--- config.mk ---
export PLATFORM = sky130hd
export DESIGN_NAME = fib_index
export DESIGN_NICKNAME = d
export VERILOG_FILES = /design/src/rtl/fib_pkg.sv /design/src/rtl/fib_step.sv /design/src/rtl/fib_index.sv
export SDC_FILE = /design/constraint.sdc
export NUM_CORES = 1
export LEC_CHECK = 0
export ABC_CLOCK_PERIOD_IN_PS = 4120
export CAP_MARGIN = 20
export CORE_MARGIN = 1
export CORE_UTILIZATION = 30
export CTS_CLUSTER_SIZE = 24
export DETAILED_ROUTE_END_ITERATION = 10
export SETUP_SLACK_MARGIN = 0.05
export SYNTH_ARGS = -nofsm -noshare
export SYNTH_HDL_FRONTEND = slang
export SYNTH_HIERARCHICAL = 1
export SYNTH_SLANG_ARGS = --single-unit
export TNS_END_PERCENT = 30
--- constraint.sdc ---
create_clock -name clk -period 4.12 [get_ports clk]
set_input_delay 0.824 -clock clk [delete_from_list [all_inputs] [get_ports clk]]
set_output_delay 0.824 -clock clk [all_outputs]
set_load 0.1 [all_outputs]
--- src/rtl/fib_pkg.sv ---
// Shared constants and state encoding for the Fibonacci index/value units.
package fib_pkg;

  localparam int FIB_W  = 32;
  localparam int FIB_A0 = 1;
  localparam int FIB_B0 = 0;

  typedef enum logic {
    IDLE = 1'b0,
    RUN  = 1'b1
  } state_t;

endpackage

--- src/rtl/fib_step.sv ---
// One Fibonacci step: nb = a + b with carry out, shared by forward and inverse units.
module fib_step
  import fib_pkg::*;
#(
  parameter int w = FIB_W
) (
  input  logic [w-1:0] a,
  input  logic [w-1:0] b,
  output logic [w-1:0] nb,
  output logic         carry
);

  assign {carry, nb} = {1'b0, a} + {1'b0, b};

endmodule

--- src/rtl/fib_index.sv ---
// Inverse Fibonacci: smallest n with fib(n) >= x, one step per clock.
module fib_index
  import fib_pkg::*;
#(
  parameter int w = FIB_W
) (
  input  logic         clk,
  input  logic         rst,
  input  logic         start,
  input  logic [w-1:0] x,
  output logic         busy,
  output logic         done,
  output logic [w-1:0] idx,
  output logic         is_fib,
  output logic         ovf
);

  state_t       state, state_nx;
  logic [w-1:0] xr, a, b, i, nb;
  logic         carry, accept, hit, over;

  fib_step #(.w(w)) u_step (
    .a    (a),
    .b    (b),
    .nb   (nb),
    .carry(carry)
  );

  assign busy = (state == RUN);

  // A hit is checked before the carry so an exact top-of-range value still matches.
  always_comb begin
    state_nx = state;
    accept   = 1'b0;
    hit      = 1'b0;
    over     = 1'b0;
    case (state)
      IDLE: begin
        if (start) begin
          accept   = 1'b1;
          state_nx = RUN;
        end
      end
      RUN: begin
        if (b >= xr) begin
          hit      = 1'b1;
          state_nx = IDLE;
        end else if (carry) begin
          over     = 1'b1;
          state_nx = IDLE;
        end
      end
      default: state_nx = IDLE;
    endcase
  end

  always_ff @(posedge clk) begin
    if (rst) begin
      state  <= IDLE;
      xr     <= '0;
      a      <= w'(FIB_A0);
      b      <= w'(FIB_B0);
      i      <= '0;
      done   <= 1'b0;
      idx    <= '0;
      is_fib <= 1'b0;
      ovf    <= 1'b0;
    end else begin
      state <= state_nx;
      done  <= hit | over;
      if (accept) begin
        xr     <= x;
        a      <= w'(FIB_A0);
        b      <= w'(FIB_B0);
        i      <= '0;
        idx    <= '0;
        is_fib <= 1'b0;
        ovf    <= 1'b0;
      end else if (hit) begin
        idx    <= i;
        is_fib <= (b == xr);
        ovf    <= 1'b0;
      end else if (over) begin
        idx    <= i;
        is_fib <= 1'b0;
        ovf    <= 1'b1;
      end else if (state == RUN) begin
        a <= b;
        b <= nb;
        i <= i + 1'b1;
      end
    end
  end

endmodule

==> impl_metrics.py, run 1 <==
metrics = {
    "critical_path": {
        "cp.buffers_inverters": 1,
        "r2r_start": "a[0]",
        "criticalPathCategory": "register to register",
        "reg2regPathDepth": 13,
        "worstSetupStartpointType": "register",
        "reg2reg_to": "b[18]",
        "timing.critical_path.mode_cell": "a21oi_1",
        "critPathMaxStageDelay_ns": 0.44,
        "data_arrival_time_at_the_worst_slack_endpoint_ns": 3.85,
        "timing.critical_path.slowest_stage_cell": "buf_4",
        "crit_path_end": "b[18]",
        "critical-path-top-delay-family": "compound AO/OA/AOI/OAI gates",
        "timing.reg2reg.setup_slack_ns": 0.63,
        "worstPathCellList": "ha_1 -> fa_1 -> a211oi_1 -> o211ai_1 -> a21oi_1 -> nor3_1 -> o21ai_0 -> a21oi_1 -> nor2b_1 -> and4_2 -> buf_4 -> nand3_1 -> a21oi_1",
        "timing.critical_path.depth": 13,
        "worstSetupStartpoint": "a[0]",
        "worstPathMaxFanout": 41,
        "crit_path_end_kind": "register",
        "worst-endpoint-required_ns": 4.48,
    },
    "clock_network": {
        "clock_path_buffers": 2,
        "tritoncts": "yes",
        "cts.hold.buffers_added": 0,
        "clock_tree.root_cell": "clkbuf_16",
        "cts_buffers": 17,
        "h-tree-depth": 4,
        "cts_setup_buffers": 0,
        "cts_resized": 0,
        "clock-sinks": 164,
        "clkTransAtPathRegs_ns": 0.07,
        "clk-insertion-delay-late_ns": 0.45,
    },
    "logic_synthesis": {
        "yosys_most_used_dff": "dfxtp_1",
        "synthesis.nets": 1272,
        "syn_area_per_cell_um2": 7.962,
        "post_synthesis_cells": 1171,
        "synth_seq_cells": 164,
        "synth_seq_area_share_pct": 35.21,
        "ys_async_sr_fraction_pct": 0,
        "synth_area_um2": 9324,
        "synthesis.yosys.warnings": 6,
        "synth-edff-count": 0,
        "synth_cell_type_count": 65,
    },
    "die": {
        "rows": 64,
        "initial_utilization_pct": 30.48,
        "io_pins": 71,
        "die_width_um": 178.3,
        "core_area_um2": 30590,
        "die_area_um2": 31790,
        "fp.dieH_um": 178.3,
    },
    "detailed_routing": {
        "drt_pass1_iterations": 5,
        "drt-met1-wl_mm": 11.59,
        "met3RoutedLength_um": 999,
        "detail_route.wl_per_cell_um": 15.15,
        "avgViaCountPerCell": 5.317,
        "totalWireLength_mm": 24.28,
        "post-route-drc-count": 0,
        "antenna_left": 0,
        "detailroute.via_count": 8518,
        "routed-wl-met2_mm": 11.28,
        "top_layer": "met4",
        "detail_route.iter0.violations": 650,
    },
    "final_layout": {
        "final_util_pct": 35.76,
        "commonest_cells_after_routing_fill_and_taps_aside": "nand2_1 (164), dfxtp_1 (164), a21oi_1 (154)",
        "num-nets-final": 1294,
        "final.fill_count": 3205,
        "diodes": 0,
        "drive_above_1_share_pct": 5.638,
        "area_growth_syn_to_layout_pct": 17.31,
    },
    "status": {
        "outcome": "complete, no violations",
    },
    "global_routing": {
        "grt-ovfl-total": 0,
        "grt_pass1_wl_mm": 40.59,
        "grt_start_max_net_pins": 69,
        "grt_pass1_vias": 8040,
        "gr-usage-all-layers_pct": 15.72,
        "grt_antenna_before_repair": 0,
    },
    "power": {
        "ir_drop_uv": 230.7,
        "total_switching_power_uw": 1047,
        "internal-power_uw": 2539,
        "power.share.switching_pct": 29.19,
        "power.sequential.fraction_pct": 45.3,
        "power_density_nw_per_um2": 327.9,
        "power.share.clock_pct": 45.9,
        "power.leakage_uw": 0.004201,
        "p_comb_share_pct": 8.8,
    },
    "placement": {
        "dp_worst_setup_slack_ns": 0.6635,
        "buffer_ports.inserted": 70,
        "detailed_place_hpwl_mm": 16.66,
        "routability_congestion_estimate_from_global_placement": 0.8577,
    },
    "timing": {
        "timing.final.hold_violations": 0,
        "worst_max_slew_pin_slew_ns": 1.036,
        "report.final.slew_viol_count": 0,
        "setup_repair_after_global_routing_missed_its_margin": "false",
        "finalClockSkew_ns": 0.01566,
        "tns_ns": 0,
        "max_clock_freq_mhz": 286.6,
        "relSlewSlack_pct": 30.74,
        "final_setup_violation_count": 0,
        "post-route-min-period_ns": 3.489,
        "worst_slack_ns": 0.6312,
        "min_period_over_period_pct": 84.68,
    },
    "job": {
        "max-cap-violations": 0,
    },
    "hold_path": {
        "worstHoldPathType": "register to register",
    },
}
-- power by group through the flow --
stage / logic (uW) / clock network [uW] / registers [uW]
global route: 353 / 1750 / 1630
detailed placement: 320 / 0 / 1660
global placement: 317 / 0 / 1660
CTS: 321 / 1680 / 1620
finish: 317 / 1640 / 1620
floorplan: 201 / 0 / 1660
-- how the worst min path moves through the flow --
stage | start | to | depth (start not counted)
2_1_floorplan | xr[10] | xr[10] | 2
3_3_place_gp | is_fib | is_fib | 2
3_5_place_dp | xr[27] | xr[27] | 2
4_1_cts | xr[27] | xr[27] | 2
5_1_grt | xr[4] | xr[4] | 2
6_report | xr[3] | xr[3] | 2
-- worst reg2reg max path, delay by kind of cell, from the launching register on --
kind	cells	cell delay, ns
simple gates	4	0.83
compound gates	6	1.17
fa+ha+maj	2	0.64
flops	1	0.32
buf+inv	1	0.44
-- flip-flops by register name, summed over array words and instances (netlist names) --
register,flops
b,32
is_fib,1
idx,32
a,32
i,32
xr,32
busy,1
ovf,1
done,1
-- layer usage --
| metal | track usage [%] | vias up |
|---|---|---|
| met5 | 0 | - |
| met4 | 5.226 | 0 |
| met3 | 2.323 | 30 |
| met2 | 26.17 | 202 |
| met1 | 20.70 | 4018 |
| li1 | - | 4268 |
-- cells in the mapped netlist (3+ instances only) --
master | number | area, um^2
a21o_1 | 16 | 120.1
o21a_1 | 5 | 37.54
buf_6 | 3 | 33.78
or4_1 | 5 | 37.54
clkbuf_1 | 66 | 247.7
nand3_1 | 95 | 475.5
nor2b_1 | 4 | 25.02
buf_2 | 8 | 40.04
and4_1 | 4 | 35.03
a31oi_1 | 4 | 25.02
buf_1 | 3 | 11.26
mux2i_1 | 59 | 590.6
o21ai_1 | 3 | 15.01
and2_1 | 3 | 18.77
o31ai_1 | 8 | 60.06
nor2_1 | 25 | 93.84
xor2_1 | 11 | 96.34
or2_2 | 3 | 18.77
a21oi_1 | 154 | 770.7
o21ai_0 | 82 | 410.4
inv_1 | 42 | 157.7
or3_1 | 27 | 168.9
o21bai_1 | 3 | 22.52
and3_1 | 9 | 56.30
dfxtp_1 | 164 | 3283
o211ai_1 | 6 | 45.04
xnor2_1 | 16 | 140.1
nand2b_1 | 5 | 31.28
ha_1 | 65 | 813.3
nor3_1 | 19 | 95.09
nand2_1 | 164 | 615.6
nand4_1 | 28 | 175.2
nor4_1 | 15 | 93.84
a211oi_1 | 8 | 60.06
-- cell type report --
type,count,area (um^2),share of cell area (%)
clock inverters,15,203.9,1.865
flip-flops and latches,164,3283,30.02
inverters,42,157.7,1.441
multi-input cells,882,5544,50.69
clock buffers,17,425.4,3.889
well taps,396,495.5,4.530
repair buffers,86,828.3,7.573
-- stage by stage --
step / cells / instance area (um^2) / power (uW) / hold slack, ns
3_5_place_dp: 1570 / 10310 / 1981 / 0.4475
6_report: 1602 / 10940 / 3586 / 0.4549
4_1_cts: 1602 / 10940 / 3625 / 0.4579
5_1_grt: 1602 / 10940 / 3734 / 0.4817
3_3_place_gp: 1570 / 10310 / 1977 / 0.4356
2_1_floorplan: 1171 / 9324 / 1865 / 0.4363
-- logic make-up after synthesis --
family	after synthesis	synth area share [%]
fa+ha+maj	66	8.937
flops	164	35.21
mux	59	6.334
xor+xnor	27	2.536
compound gates	318	19.97
buf+inv	125	5.636
simple gates	412	21.38
Note: power is estimated with default switching activity, not from simulation.
==> run 2: changes to the inputs <==
- ABC_CLOCK_PERIOD_IN_PS: 4120 -> 3300
- clock period: 4.12 -> 3.3 ns (I/O delays scaled with it)
==> run 2 against run 1 <==
First-iteration DRC count decreased by 27%; routed wire length up 1.4%; worst setup slack got worse by 0.42 ns; via count is 1.7% higher; register-to-register slack lost 0.42 ns; critical endpoint is now i[23]; highest routed layer unchanged.
==> impl_metrics.py, run 2 (synthesis results as in run 1) <==
metrics = {
    "detailed_routing": {
        "post-route-drc-count": 0,
        "drt_pass1_iterations": 5,
        "antenna_left": 0,
        "detailroute.via_count": 8663,
        "totalWireLength_mm": 24.61,
        "detail_route.iter0.violations": 474,
        "avgViaCountPerCell": 5.354,
        "detail_route.wl_per_cell_um": 15.21,
    },
    "final_layout": {
        "multi_input_area_um2": 5687,
        "final_common_cell": "nand2_1",
        "drive_above_1_share_pct": 12.44,
        "seqCellArea_um2": 3286,
        "num-nets-final": 1310,
        "final.fill_count": 3174,
        "area_growth_syn_to_layout_pct": 20.72,
        "commonest_cells_after_routing_fill_and_taps_aside": "nand2_1 (164), dfxtp_1 (162), a21oi_1 (147)",
        "diodes": 0,
    },
    "timing": {
        "min_period_over_period_pct": 93.66,
        "max_clock_freq_mhz": 323.5,
        "finalClockSkew_ns": 0.01873,
        "setup_repair_after_global_routing_missed_its_margin": "true",
        "post-route-min-period_ns": 3.091,
        "report.final.slew_viol_count": 0,
        "worst_max_slew_pin_slew_ns": 0.7432,
        "tns_ns": 0,
        "final_setup_violation_count": 0,
        "timing.final.hold_violations": 0,
        "relSlewSlack_pct": 49.99,
    },
    "critical_path": {
        "critical-path-top-delay-family": "compound AO/OA/AOI/OAI gates",
        "worst-endpoint-required_ns": 3.68,
        "worstPathMaxFanout": 8,
        "timing.critical_path.slowest_stage_cell": "fa_2",
        "cp.buffers_inverters": 2,
        "worstPathCellList": "ha_4 -> fa_2 -> a211oi_2 -> o211ai_1 -> a21oi_2 -> nor3_2 -> o21ai_1 -> a21oi_2 -> nor2b_1 -> nand4_1 -> buf_6 -> clkbuf_16 -> nor4_1 -> mux2i_1",
        "timing.critical_path.mode_cell": "a21oi_2",
        "criticalPathCategory": "register to register",
        "worstSetupStartpointType": "register",
        "data_arrival_time_at_the_worst_slack_endpoint_ns": 3.47,
        "crit_path_end_kind": "register",
        "critPathMaxStageDelay_ns": 0.39,
    },
    "global_routing": {
        "grt-ovfl-total": 0,
        "grt_pass1_vias": 8091,
        "grt_start_max_net_pins": 81,
        "grt_antenna_before_repair": 0,
        "grt_pass1_wl_mm": 40.29,
        "gr-usage-all-layers_pct": 15.63,
    },
    "power": {
        "power_density_nw_per_um2": 409.2,
        "power.sequential.fraction_pct": 44.1,
        "power_uw": 4606,
        "power.leakage_uw": 0.004424,
        "p_comb_share_pct": 9.8,
        "total_switching_power_uw": 1364,
        "internal-power_uw": 3242,
        "power.share.clock_pct": 46.1,
        "ir_drop_uv": 317.4,
        "power.share.switching_pct": 29.62,
    },
    "placement": {
        "buffer_ports.inserted": 70,
        "detailed_place_hpwl_mm": 16.96,
        "routability_congestion_estimate_from_global_placement": 0.8847,
    },
    "clock_network": {
        "cts_buffers": 17,
        "clock-sinks": 164,
        "h-tree-depth": 4,
        "clk-insertion-delay-late_ns": 0.45,
        "cts.hold.buffers_added": 0,
        "clock_path_buffers": 2,
        "clock_tree.root_cell": "clkbuf_16",
        "tritoncts": "yes",
        "clkTransAtPathRegs_ns": 0.08,
    },
    "status": {
        "outcome": "complete, no violations",
    },
    "job": {
        "max-cap-violations": 0,
    },
    "die": {
        "core_area_um2": 30590,
        "rows": 64,
        "io_pins": 71,
        "initial_utilization_pct": 30.48,
        "die_width_um": 178.3,
        "fp.dieH_um": 178.3,
        "die_area_um2": 31790,
    },
    "hold_path": {
        "worstHoldPathType": "register to register",
    },
}
run 2: final timing paths:
path	startpoint	to	slack, ns	cells after the start
worst max-delay path	b[0]	i[23]	0.21	14
worst max register to register	b[0]	i[23]	0.21	14
worst min-delay path	xr[2]	xr[2]	0.46	2
worst min register to register	xr[2]	xr[2]	0.46	2
run 2: cell type report:
| cell class | instances | share of cell area, % |
|---|---|---|
| clock buffers | 17 | 3.779 |
| multi-input cells | 882 | 50.52 |
| clock inverters | 15 | 2.012 |
| inverters | 42 | 1.401 |
| repair buffers | 102 | 8.693 |
| well taps | 396 | 4.402 |
| flip-flops and latches | 164 | 29.19 |
run 2: per-layer routing:
layer	track usage, %	vias to the layer above	wire [um]
met1	20.39	4115	11590
met4	6.285	0	603
met3	2.472	41	953
li1	-	4316	-
met2	25.60	191	11460
met5	0	-	0
run 2: power groups by stage:
stage | registers [uW] | clock network (uW) | logic (uW)
2_1_floorplan | 2080 | 0 | 251
3_3_place_gp | 2070 | 0 | 411
3_5_place_dp | 2070 | 0 | 415
4_1_cts | 2030 | 2180 | 418
5_1_grt | 2030 | 2250 | 497
6_report | 2030 | 2120 | 453
run 2: tightest hold or removal path, cell delays in order, from the launching register on:
cell	delay, ns
dfxtp_1	0.31
nand2_1	0.05
a21oi_1	0.05
run 2: per-stage QoR:
step	util [%]	cell area, um^2	setup WS (ns)	std cells	hold WS [ns]
floorplan	-	9324	0.2915	1171	0.4363
global placement	33.79	10340	0.1159	1579	0.4452
detailed placement	33.79	10340	0.01884	1579	0.4498
CTS	35.95	11000	0.06919	1611	0.4605
global route	36.80	11260	0.02472	1618	0.4804
finish	36.80	11260	0.2092	1618	0.4578
run 2: repair_timing:
item / 4_1_cts / 5_1_grt
resized for setup: 2 / 49
buffers inserted: 0 / 5
cloned: 0 / 2
pin swaps: 0 / 14
endpoints found under the setup margin: 13 / 130
==> run 3: changes to the inputs <==
- CAP_MARGIN: 20 -> not set
- CTS_CLUSTER_DIAMETER: not set -> 40
- SKIP_LAST_GASP: not set -> 1
==> run 3 against run 2 <==
Routed wire length down 0.16%; global-route usage unchanged; core utilization down 0.12 points; combinational power down 0.9%; register-to-register slack worse by 0.02 ns; highest routed layer unchanged; final area down 0.32%; critical path type unchanged.
==> impl_metrics.py, run 3 (synthesis results as in run 1) <==
metrics = {
    "status": {
        "outcome": "complete, no violations",
    },
    "timing": {
        "finalHoldWorstSlack_ns": 0.4579,
        "report.final.slew_viol_count": 0,
        "worst_max_slew_pin_slew_ns": 0.9811,
        "setup_repair_after_global_routing_missed_its_margin": "true",
        "worst_slack_ns": 0.1917,
        "final_setup_violation_count": 0,
        "post-route-min-period_ns": 3.108,
        "max_clock_freq_mhz": 321.7,
        "min_period_over_period_pct": 94.19,
        "finalClockSkew_ns": 0.01981,
        "relSlewSlack_pct": 32.90,
        "timing.final.hold_violations": 0,
    },
    "placement": {
        "dp_worst_setup_slack_ns": 0.01884,
        "buffer_ports.inserted": 70,
        "detailed_place_hpwl_mm": 16.96,
        "dpl.cell_count": 1579,
        "routability_congestion_estimate_from_global_placement": 0.8847,
        "postPlaceCellArea_um2": 10340,
    },
    "final_layout": {
        "area_growth_syn_to_layout_pct": 20.33,
        "diodes": 0,
        "final_common_cell": "nand2_1",
        "final.fill_count": 3176,
        "final_area_um2": 11220,
        "commonest_cells_after_routing_fill_and_taps_aside": "nand2_1 (164), dfxtp_1 (162), a21oi_1 (147)",
        "num-nets-final": 1310,
        "drive_above_1_share_pct": 11.95,
        "stdcell_count": 1618,
    },
    "global_routing": {
        "grt_start_max_net_pins": 81,
        "grt-ovfl-total": 0,
        "grt_antenna_before_repair": 0,
        "grt_pass1_wl_mm": 40.29,
        "grt_pass1_vias": 8091,
        "gr-usage-all-layers_pct": 15.63,
    },
    "power": {
        "power_uw": 4604,
        "power.leakage_uw": 0.004419,
        "ir_drop_uv": 313.6,
        "power_density_nw_per_um2": 410.4,
    },
    "critical_path": {
        "worstPathMaxFanout": 16,
        "critPathMaxStageDelay_ns": 0.39,
        "crit_path_end_kind": "register",
        "timing.critical_path.mode_cell": "a21oi_2",
        "worst-endpoint-required_ns": 3.68,
        "criticalPathCategory": "register to register",
        "worstPathCellList": "ha_4 -> fa_2 -> a211oi_2 -> o211ai_1 -> a21oi_2 -> nor3_2 -> o21ai_1 -> a21oi_2 -> nor2b_1 -> nand4_1 -> buf_6 -> buf_4 -> clkbuf_16 -> or3_4 -> a21oi_2",
        "data_arrival_time_at_the_worst_slack_endpoint_ns": 3.49,
        "timing.critical_path.slowest_stage_cell": "fa_2",
        "worstSetupStartpointType": "register",
    },
    "detailed_routing": {
        "antenna_left": 0,
        "detailroute.via_count": 8626,
        "avgViaCountPerCell": 5.331,
        "drt_pass1_iterations": 7,
        "totalWireLength_mm": 24.57,
        "detail_route.iter0.violations": 518,
        "detail_route.wl_per_cell_um": 15.19,
        "post-route-drc-count": 0,
    },
    "clock_network": {
        "cts_buffers": 17,
        "clock_path_buffers": 2,
        "cts.hold.buffers_added": 0,
        "clock_tree.root_cell": "clkbuf_16",
        "clkTransAtPathRegs_ns": 0.08,
        "clk-insertion-delay-late_ns": 0.45,
        "tritoncts": "yes",
        "h-tree-depth": 4,
        "clock-sinks": 164,
    },
    "die": {
        "core_area_um2": 30590,
        "io_pins": 71,
        "die_width_um": 178.3,
        "die_area_um2": 31790,
        "initial_utilization_pct": 30.48,
        "rows": 64,
        "fp.dieH_um": 178.3,
    },
    "hold_path": {
        "worstHoldPathType": "register to register",
    },
    "job": {
        "max-cap-violations": 0,
    },
}
[run 3: worst max-delay path, delay by kind of cell (launching register included)]
family	cells	cell delay (ns)
flip-flops	1	0.34
AND/OR/NAND/NOR	4	0.67
adder cells (fa/ha/maj)	2	0.55
buffers and inverters	3	0.50
AO/OA/AOI/OAI	6	0.98
[run 3: final timing paths]
path	from	end	slack [ns]	cells past startpoint
max	b[0]	i[0]	0.19	15
min reg2reg	xr[2]	xr[2]	0.46	2
min	xr[2]	xr[2]	0.46	2
max reg2reg	b[0]	i[0]	0.19	15
[run 3: power by group]
part           internal, uW  switching (uW)  total (uW)
combinational           164             286         449
sequential             2010            21.5        2030
clock                  1070            1060        2130
total                  3240            1360        4600
[run 3: layer usage]
metal / up-vias / global-route usage (%) / routed length (um)
li1: 4320 / - / -
met1: 4067 / 20.39 / 11490
met2: 195 / 25.60 / 11420
met3: 44 / 2.472 / 1036
met4: 0 / 6.285 / 622
met5: - / 0 / 0
[run 3: metrics by stage]
stage                       TNS, ns  utilization (%)
after floorplan                   0                -
after global placement            0            33.79
after detailed placement          0            33.79
after CTS                         0            35.95
after global routing      -0.002368            36.68
final                             0            36.68
[run 3: final cells by class]
class / count / area, um^2 / area share [%]
clock buffers: 17 / 425.4 / 3.792
clock inverters: 15 / 226.5 / 2.019
inverters: 42 / 157.7 / 1.405
multi-input cells: 882 / 5654 / 50.40
flip-flops and latches: 164 / 3286 / 29.29
well taps: 396 / 495.5 / 4.416
repair buffers: 102 / 974.7 / 8.687
[run 3: timing repair]
item | CTS | global route
gates cloned | 0 | 2
setup endpoints to repair | 13 | 130
pin swaps | 0 | 10
gates resized for setup | 2 | 40
setup buffers | 0 | 5
